`config.mk`:
```
export PLATFORM = sky130hd
export DESIGN_NAME = flag_register_unit
export DESIGN_NICKNAME = d
export VERILOG_FILES = /design/src/rtl/flags_pkg.sv /design/src/rtl/flag_calc.sv /design/src/rtl/flag_register_unit.sv
export SDC_FILE = /design/constraint.sdc
export NUM_CORES = 1
export LEC_CHECK = 0
export CAP_MARGIN = 40
export CORE_MARGIN = 3
export CORE_UTILIZATION = 30
export CTS_CLUSTER_SIZE = 14
export DETAILED_ROUTE_END_ITERATION = 10
export GPL_ROUTABILITY_DRIVEN = 0
export PLACE_DENSITY = 0.76
export SLEW_MARGIN = 40
export SYNTH_ARGS = -nofsm -noshare
export SYNTH_HDL_FRONTEND = slang
export SYNTH_SLANG_ARGS = --single-unit
```
`constraint.sdc`:
```
create_clock -name clk -period 1.3 [get_ports clk]
set_input_delay 0.26 -clock clk [delete_from_list [all_inputs] [get_ports clk]]
set_output_delay 0.26 -clock clk [all_outputs]
set_load 0.005 [all_outputs]
```
`src/rtl/flags_pkg.sv`:
```
// Shared types for the condition-flag path: ALU opcode encoding and the
// architectural NZCV flag word.
package flags_pkg;

    typedef enum logic [1:0] {
        OP_ADD   = 2'b00,
        OP_SUB   = 2'b01,
        OP_LOGIC = 2'b10,
        OP_MOV   = 2'b11
    } alu_op_t;

    typedef struct packed {
        logic n;
        logic z;
        logic c;
        logic v;
    } flags_t;

    localparam flags_t FLAGS_RESET = '{n: 1'b0, z: 1'b0, c: 1'b0, v: 1'b0};

endpackage

```
`src/rtl/flag_calc.sv`:
```
// Combinational NZCV generator: derives the next flag word from one ALU
// result, keeping C/V from the current flags for LOGIC and MOV.
module flag_calc
    import flags_pkg::*;
#(
    parameter int WIDTH = 32
) (
    input  alu_op_t          op,
    input  logic [WIDTH-1:0] a,
    input  logic [WIDTH-1:0] b,
    input  logic [WIDTH-1:0] result,
    input  logic             carry,
    input  flags_t           cur,
    output flags_t           nxt
);

    localparam int MSB = WIDTH - 1;

    // Overflow only looks at sign bits; the low operand bits are intentionally dropped.
    logic unused_low_bits;
    assign unused_low_bits = ^{a[MSB-1:0], b[MSB-1:0]};

    always_comb begin
        nxt   = cur;
        nxt.n = result[MSB];
        nxt.z = (result == '0);
        case (op)
            OP_ADD: begin
                nxt.c = carry;
                nxt.v = (a[MSB] == b[MSB]) & (result[MSB] != a[MSB]);
            end
            OP_SUB: begin
                nxt.c = carry;
                nxt.v = (a[MSB] != b[MSB]) & (result[MSB] != a[MSB]);
            end
            default: ;
        endcase
    end

endmodule

```
`src/rtl/flag_register_unit.sv`:
```
// Execute-stage flag producer: captures the ALU result, computes NZCV in the
// following cycle, forwards in-flight flags and commits them architecturally.
module flag_register_unit
    import flags_pkg::*;
#(
    parameter int WIDTH = 32
) (
    input  logic             clk,
    input  logic             rst,
    input  logic             valid_in,
    input  logic [1:0]       alu_op,
    input  logic [WIDTH-1:0] a,
    input  logic [WIDTH-1:0] b,
    input  logic [WIDTH-1:0] result,
    input  logic             carry_out,
    input  logic             set_flags,
    input  logic             cond_ex,
    input  logic             stall,
    input  logic             flush,
    output logic             N,
    output logic             Z,
    output logic             C,
    output logic             V,
    output logic             fwd_N,
    output logic             fwd_Z,
    output logic             fwd_C,
    output logic             fwd_V,
    output logic             pending
);

    alu_op_t          op_q;
    logic [WIDTH-1:0] a_q, b_q, result_q;
    logic             carry_q;
    logic             valid_q;
    logic             wr_q;
    flags_t           arch_q;
    flags_t           calc;
    flags_t           fwd;
    logic             commit_sel;

    // Pipeline control: stall freezes stage 1 and blocks the commit; flush
    // empties stage 1 at the edge and overrides stall; reset overrides both.
    always_ff @(posedge clk) begin
        if (rst) begin
            valid_q <= 1'b0;
            wr_q    <= 1'b0;
        end else if (flush) begin
            valid_q <= 1'b0;
            wr_q    <= 1'b0;
        end else if (!stall) begin
            valid_q <= valid_in;
            wr_q    <= valid_in & set_flags & cond_ex;
        end
    end

    always_ff @(posedge clk) begin
        if (!stall) begin
            op_q     <= alu_op_t'(alu_op);
            a_q      <= a;
            b_q      <= b;
            result_q <= result;
            carry_q  <= carry_out;
        end
    end

    flag_calc #(.WIDTH(WIDTH)) u_calc (
        .op     (op_q),
        .a      (a_q),
        .b      (b_q),
        .result (result_q),
        .carry  (carry_q),
        .cur    (arch_q),
        .nxt    (calc)
    );

    assign commit_sel = valid_q & wr_q;

    always_ff @(posedge clk) begin
        if (rst) begin
            arch_q <= FLAGS_RESET;
        end else if (commit_sel && !stall && !flush) begin
            arch_q <= calc;
        end
    end

    assign fwd     = commit_sel ? calc : arch_q;
    assign pending = commit_sel;

    assign N     = arch_q.n;
    assign Z     = arch_q.z;
    assign C     = arch_q.c;
    assign V     = arch_q.v;
    assign fwd_N = fwd.n;
    assign fwd_Z = fwd.z;
    assign fwd_C = fwd.c;
    assign fwd_V = fwd.v;

endmodule

```
# --- After elaboration in Yosys (flattened, before gate mapping) ---
# Index checks and enable logic that the tools add are counted.
word_totals:
  ff_bits: 105
  latchBits: 0
  mem_bits_rw: 0
  mem_bits_ro: 0
  input_bits: 106
  out_inout_bits: 9
  elab_cells: 29
  n_memories: 0
classes:
  add_sub_neg: 0
  multipliers: 0
  div: 0
  magnitude_cmp: 0
  n_eq_ne: 4
  n_shift: 0
  muxes: 2
  n_bitwise: 5
  reduce_logical: 7
op_table:
  columns: ["op", "count"]
  rows:
  - ["32-bit logical NOT", 1]
  - ["1-bit bitwise AND", 5]
  - ["4-bit two-way mux", 1]
  - ["2-bit one-hot mux with 2 select lines", 1]
  - ["2-bit by 1-bit == test with 1-bit output (second input constant)", 1]
  - ["1-bit logical AND", 2]
  - ["1-bit logical NOT", 2]
  - ["2-bit logical NOT", 1]
  - ["1-bit inequality test", 2]
  - ["2-bit OR reduction", 1]
  - ["1-bit == test", 1]

# --- Logic depth before layout (Yosys ltp) ---
logic_depth:
  ltp_word: 4
  depth_mapped: 5
  mapped_depth_nobuf: 4

# --- Cells and area by module ---
# Synthesis repeated with hierarchy kept, for this count alone.
hier_totals:
  hier_cells: 149
  hier_area_um2: 3428.3
by_module_without_submodules:
  columns: ["mod", "instances", "cells_per_inst", "area_per_inst_um2", "seq_area_each_um2"]
  rows:
  - ["flag_register_unit", 1, 132, 3301.9, 3093.0]
  - ["flag_calc", 1, 17, 126.4, 0.0]

# --- Least setup slack after synthesis ---
# OpenSTA, ideal clock, no wires.
synth_timing:
  kind: "flip-flop to flip-flop"
  start: "register valid_q"
  end: "register arch_q (netlist bit C)"
  setup_ns: 0.070
  t_arrival_ns: 1.332
  required_time_ns: 1.230
  setup_slack_ns: -0.102
  stages_incl_launch_ff: 6
  path_buffers: 1
  synth_period_minus_slack_ns: 1.402
  cell_sequence: "dfxtp_1 -> nand2_2 -> or3_1 -> clkbuf_2 -> or3b_1 -> a21oi_1"
synth_via:
  elab_chain_cells: 3
synth_rtl:
  columns: ["element", "line", "source"]
  rows:
  - ["start: declaration", "flag_register_unit.sv:34", "logic valid_q;"]
  - ["start signal: assignment", "flag_register_unit.sv:51", "valid_q <= valid_in;"]
  - ["1-bit bitwise AND", "flag_register_unit.sv:76", "assign commit_sel = valid_q & wr_q;"]
  - ["1-bit logical AND (2 in series)", "flag_register_unit.sv:81", "end else if (commit_sel && !stall && !flush) begin"]
  - ["end signal: assignment", "flag_register_unit.sv:82", "arch_q <= calc;"]
  - ["end: declaration", "flag_register_unit.sv:36", "flags_t arch_q;"]
# Every way passes these cells.
# A chain may end at the register's enable or synchronous reset.

# --- Final worst setup path ---
layout_timing:
  start: "register result_q[7]"
  end: "output fwd_Z"
layout_via:
  elab_chain_cells: 2
layout_rtl:
  columns: ["element", "line", "source"]
  rows:
  - ["start: declaration", "flag_register_unit.sv:32", "logic [WIDTH-1:0] a_q, b_q, result_q;"]
  - ["start signal: assignment", "flag_register_unit.sv:61", "result_q <= result;"]
  - ["32-bit logical NOT", "flag_calc.sv:26", "nxt.z = (result == '0);"]
  - ["4-bit two-way mux", "flag_register_unit.sv:86", "assign fwd = commit_sel ? calc : arch_q;"]
  - ["end: declaration", "flag_register_unit.sv:25", "output logic fwd_Z,"]
# Every way passes these cells.

==> results.sh <==
export IMPL_status="finished, violations left"
export IMPL_violations="negative setup slack"
export IMPL_holdWs_ps=404.1
export IMPL_drc=0
export IMPL_multiInputGateArea_um2=355.3
export IMPL_numPortBuffers=52
export IMPL_syn_area_um2=1501
export IMPL_start_kind="flop"
export IMPL_drv_cap=0
export IMPL_worst_clock_skew_ps=4.671
export IMPL_first_pass_iters=3
export IMPL_p_leak_nw=0.9118
export IMPL_clk_pin_slew_worst_paths_ps=80
export IMPL_io_pins=115
export IMPL_synth_seq_cells=43
export IMPL_yosysTopAreaCell="edfxtp_1"
export IMPL_cts_buffer_depth=2
export IMPL_dieArea_um2=5890
export IMPL_combPwrFrac=0.095
export IMPL_finalSetupTns_ps=-1945
export IMPL_htreeDepth=2
export IMPL_netSwitchingPower_w=0.0005455
export IMPL_num_rows=25
export IMPL_via_count=1022
export IMPL_fillCellCount=394
export IMPL_routed_wl_mm=3.389
export IMPL_cts_buffers=5
export IMPL_yosysSeqAreaShare=0.8200
export IMPL_root_buffer="clkbuf_8"
export IMPL_grt_pass1_vias=1147
export IMPL_stdcell_area_um2=2454
export IMPL_grt_use_total=0.1206
export IMPL_crit_path_end_kind="output pin"
export IMPL_diodes=0
export IMPL_switching_share=0.2021
export IMPL_drive_gt1_frac=0.3273
export IMPL_cp_max_fo=2
export IMPL_start_util=0.3137
export IMPL_synth_cell_types=25
export IMPL_slew_violations=0
export IMPL_netlist_top_cells_count="edfxtp_1 (37), nor4_1 (8), dfxtp_1 (6)"
export IMPL_p_int_w=0.002154
export IMPL_worstMarginPinSlew_ps=290.7
export IMPL_grt_max_degree=17
export IMPL_wire_per_inst_um=14.61
export IMPL_synthTopCellsByArea="edfxtp_1 (74%), dfxtp_1 (8.0%), nor4_1 (3.3%)"
export IMPL_ys_async_sr_fraction=0
export IMPL_peakVddDrop_v=0.0006681
export IMPL_dieWidth_um=76.75
export IMPL_min_period_ps=1822
export IMPL_clock_latency_ps=280
export IMPL_hold_class="in -> reg"
export IMPL_grt_pass1_wl_mm=5.526
export IMPL_synthCells=86
export IMPL_placed_area_um2=2242
export IMPL_drtIter0Drc=57
export IMPL_rsz0062_at_grt="true"
export IMPL_yosysWarnings=0
export IMPL_synth_nets=192
export IMPL_synthFlopType="edfxtp_1"
export IMPL_final_hold_viol_count=0
export IMPL_finalNetCount=270
export IMPL_hpwl_mm=2.431
export IMPL_clockPowerShare=0.295
export IMPL_chipHeight_um=76.75
export IMPL_cp_data_required_time_ps=1040
export IMPL_fin_util=0.5127
export IMPL_synth_top_cell_area_share=0.7400
export IMPL_cts_tree="built"
export IMPL_clock_sinks=43
export IMPL_seqCellArea_um2=1239
export IMPL_antenna_found_initial=0
export IMPL_cp_data_arrival_time_ps=1560
export IMPL_power_density_nw_per_um2=1100
export IMPL_detail_route_antenna_nets=0
export IMPL_critPathKind="reg -> out"
export IMPL_setup_viol=8
export IMPL_core_um2=4786
export IMPL_avgSynthCellArea_um2=17.46
export IMPL_layout_setup_ws_ps=-521.9
export IMPL_seqPwrFrac=0.610
export IMPL_slew_headroom=0.8044
export IMPL_syn_to_final_growth_pct=63.42
export IMPL_synth_edf_count=37
export IMPL_grt_overflow=0
export IMPL_post_synth_top_count_cell="edfxtp_1"
export IMPL_vias_per_cell=4.405
export IMPL_max_freq_ghz=0.5489
export IMPL_post_route_period_util=1.401
export IMPL_holdBufCountCts=0
final timing paths:
| path | slack (ps) | end | depth (start not counted) | from |
|---|---|---|---|---|
| worst min-delay path | 400 | valid_q | 3 | flush |
| worst max register to register | -180 | C | 5 | wr_q |
| worst min register to register | 550 | valid_q | 2 | valid_q |
| worst max-delay path | -520 | fwd_Z | 4 | result_q[7] |
registers in the layout (all words and copies together), names as in the netlist:
signal    flops
a_q           1
V             1
C             1
N             1
Z             1
wr_q          1
valid_q       1
b_q           1
op_q          2
carry_q       1
result_q     32
per-layer routing:
layer | up-vias | global-route usage | routed length (um) | part of all wire
li1 | 494 | - | - | -
met1 | 492 | 0.1290 | 1291 | 0.38
met2 | 36 | 0.2247 | 1892 | 0.56
met3 | 0 | 0.04343 | 205 | 0.060
met4 | 0 | 0.02717 | 0 | 0
met5 | - | 0 | 0 | 0
repair_timing:
item,4_1_cts,5_1_grt
hold endpoints to repair,0,0
endpoints found under the setup margin,12,9
gates resized for setup,45,5
cloned,0,0
setup buffers,6,1
pin swaps,14,3
per-stage QoR:
| stage | power [W] | worst slack, ps | cells |
|---|---|---|---|
| final | 0.002700 | -521.9 | 232 |
| after global routing | 0.002826 | -692.2 | 232 |
| after CTS | 0.002734 | -549.7 | 231 |
| after detailed placement | 0.001897 | -674.1 | 218 |
| after global placement | 0.001877 | -713.5 | 218 |
| after floorplan | 0.001697 | -90.89 | 86 |
worst max-delay path, cell delays in order, from the launching register on:
cell,delay (ps)
edfxtp_1,380
nor4_2,280
nand4_1,200
o31ai_2,270
buf_2,150
layout by cell type (no fill, tap or decap), drive strengths merged, types with 2 or more instances in the layout:
cell type      count
edfxtp            37
nor4               8
nor2b              2
nand2              4
mux2i              2
nand4              2
clkdlybuf4s50     42
o31ai              2
nor3               2
mux2               2
dlygate4sd2        4
a21oi              3
dfxtp              6
clkbuf             7
or3                2
buf               25
nor2               3
cell type report:
cell class,instances,area share
clock buffers,7,0.03111
clock inverters,1,0.002040
inverters,2,0.004590
multi-input cells,40,0.1448
flip-flops and latches,43,0.5048
well taps,67,0.03417
repair buffers,72,0.2784
power by group through the flow:
stage	Combinational, W	Sequential (W)	Clock (W)
3_3_place_gp	0.000219	0.00166	0
5_1_grt	0.000275	0.00166	0.000893
3_5_place_dp	0.000230	0.00167	0
4_1_cts	0.000257	0.00165	0.000832
2_1_floorplan	0.0000406	0.00166	0
6_report	0.000256	0.00165	0.000797
logic make-up after synthesis:
group                     Yosys count  synth area share
DFF                                43            0.8200
xor gates and xnor gates            1          0.005834
and+or+nand+nor                    27            0.1033
buffers and inverters               3          0.008332
muxes                               4           0.02833
AOI/OAI and AO/OA                   8           0.03416
No activity file was read; power rests on OpenSTA's default activity.
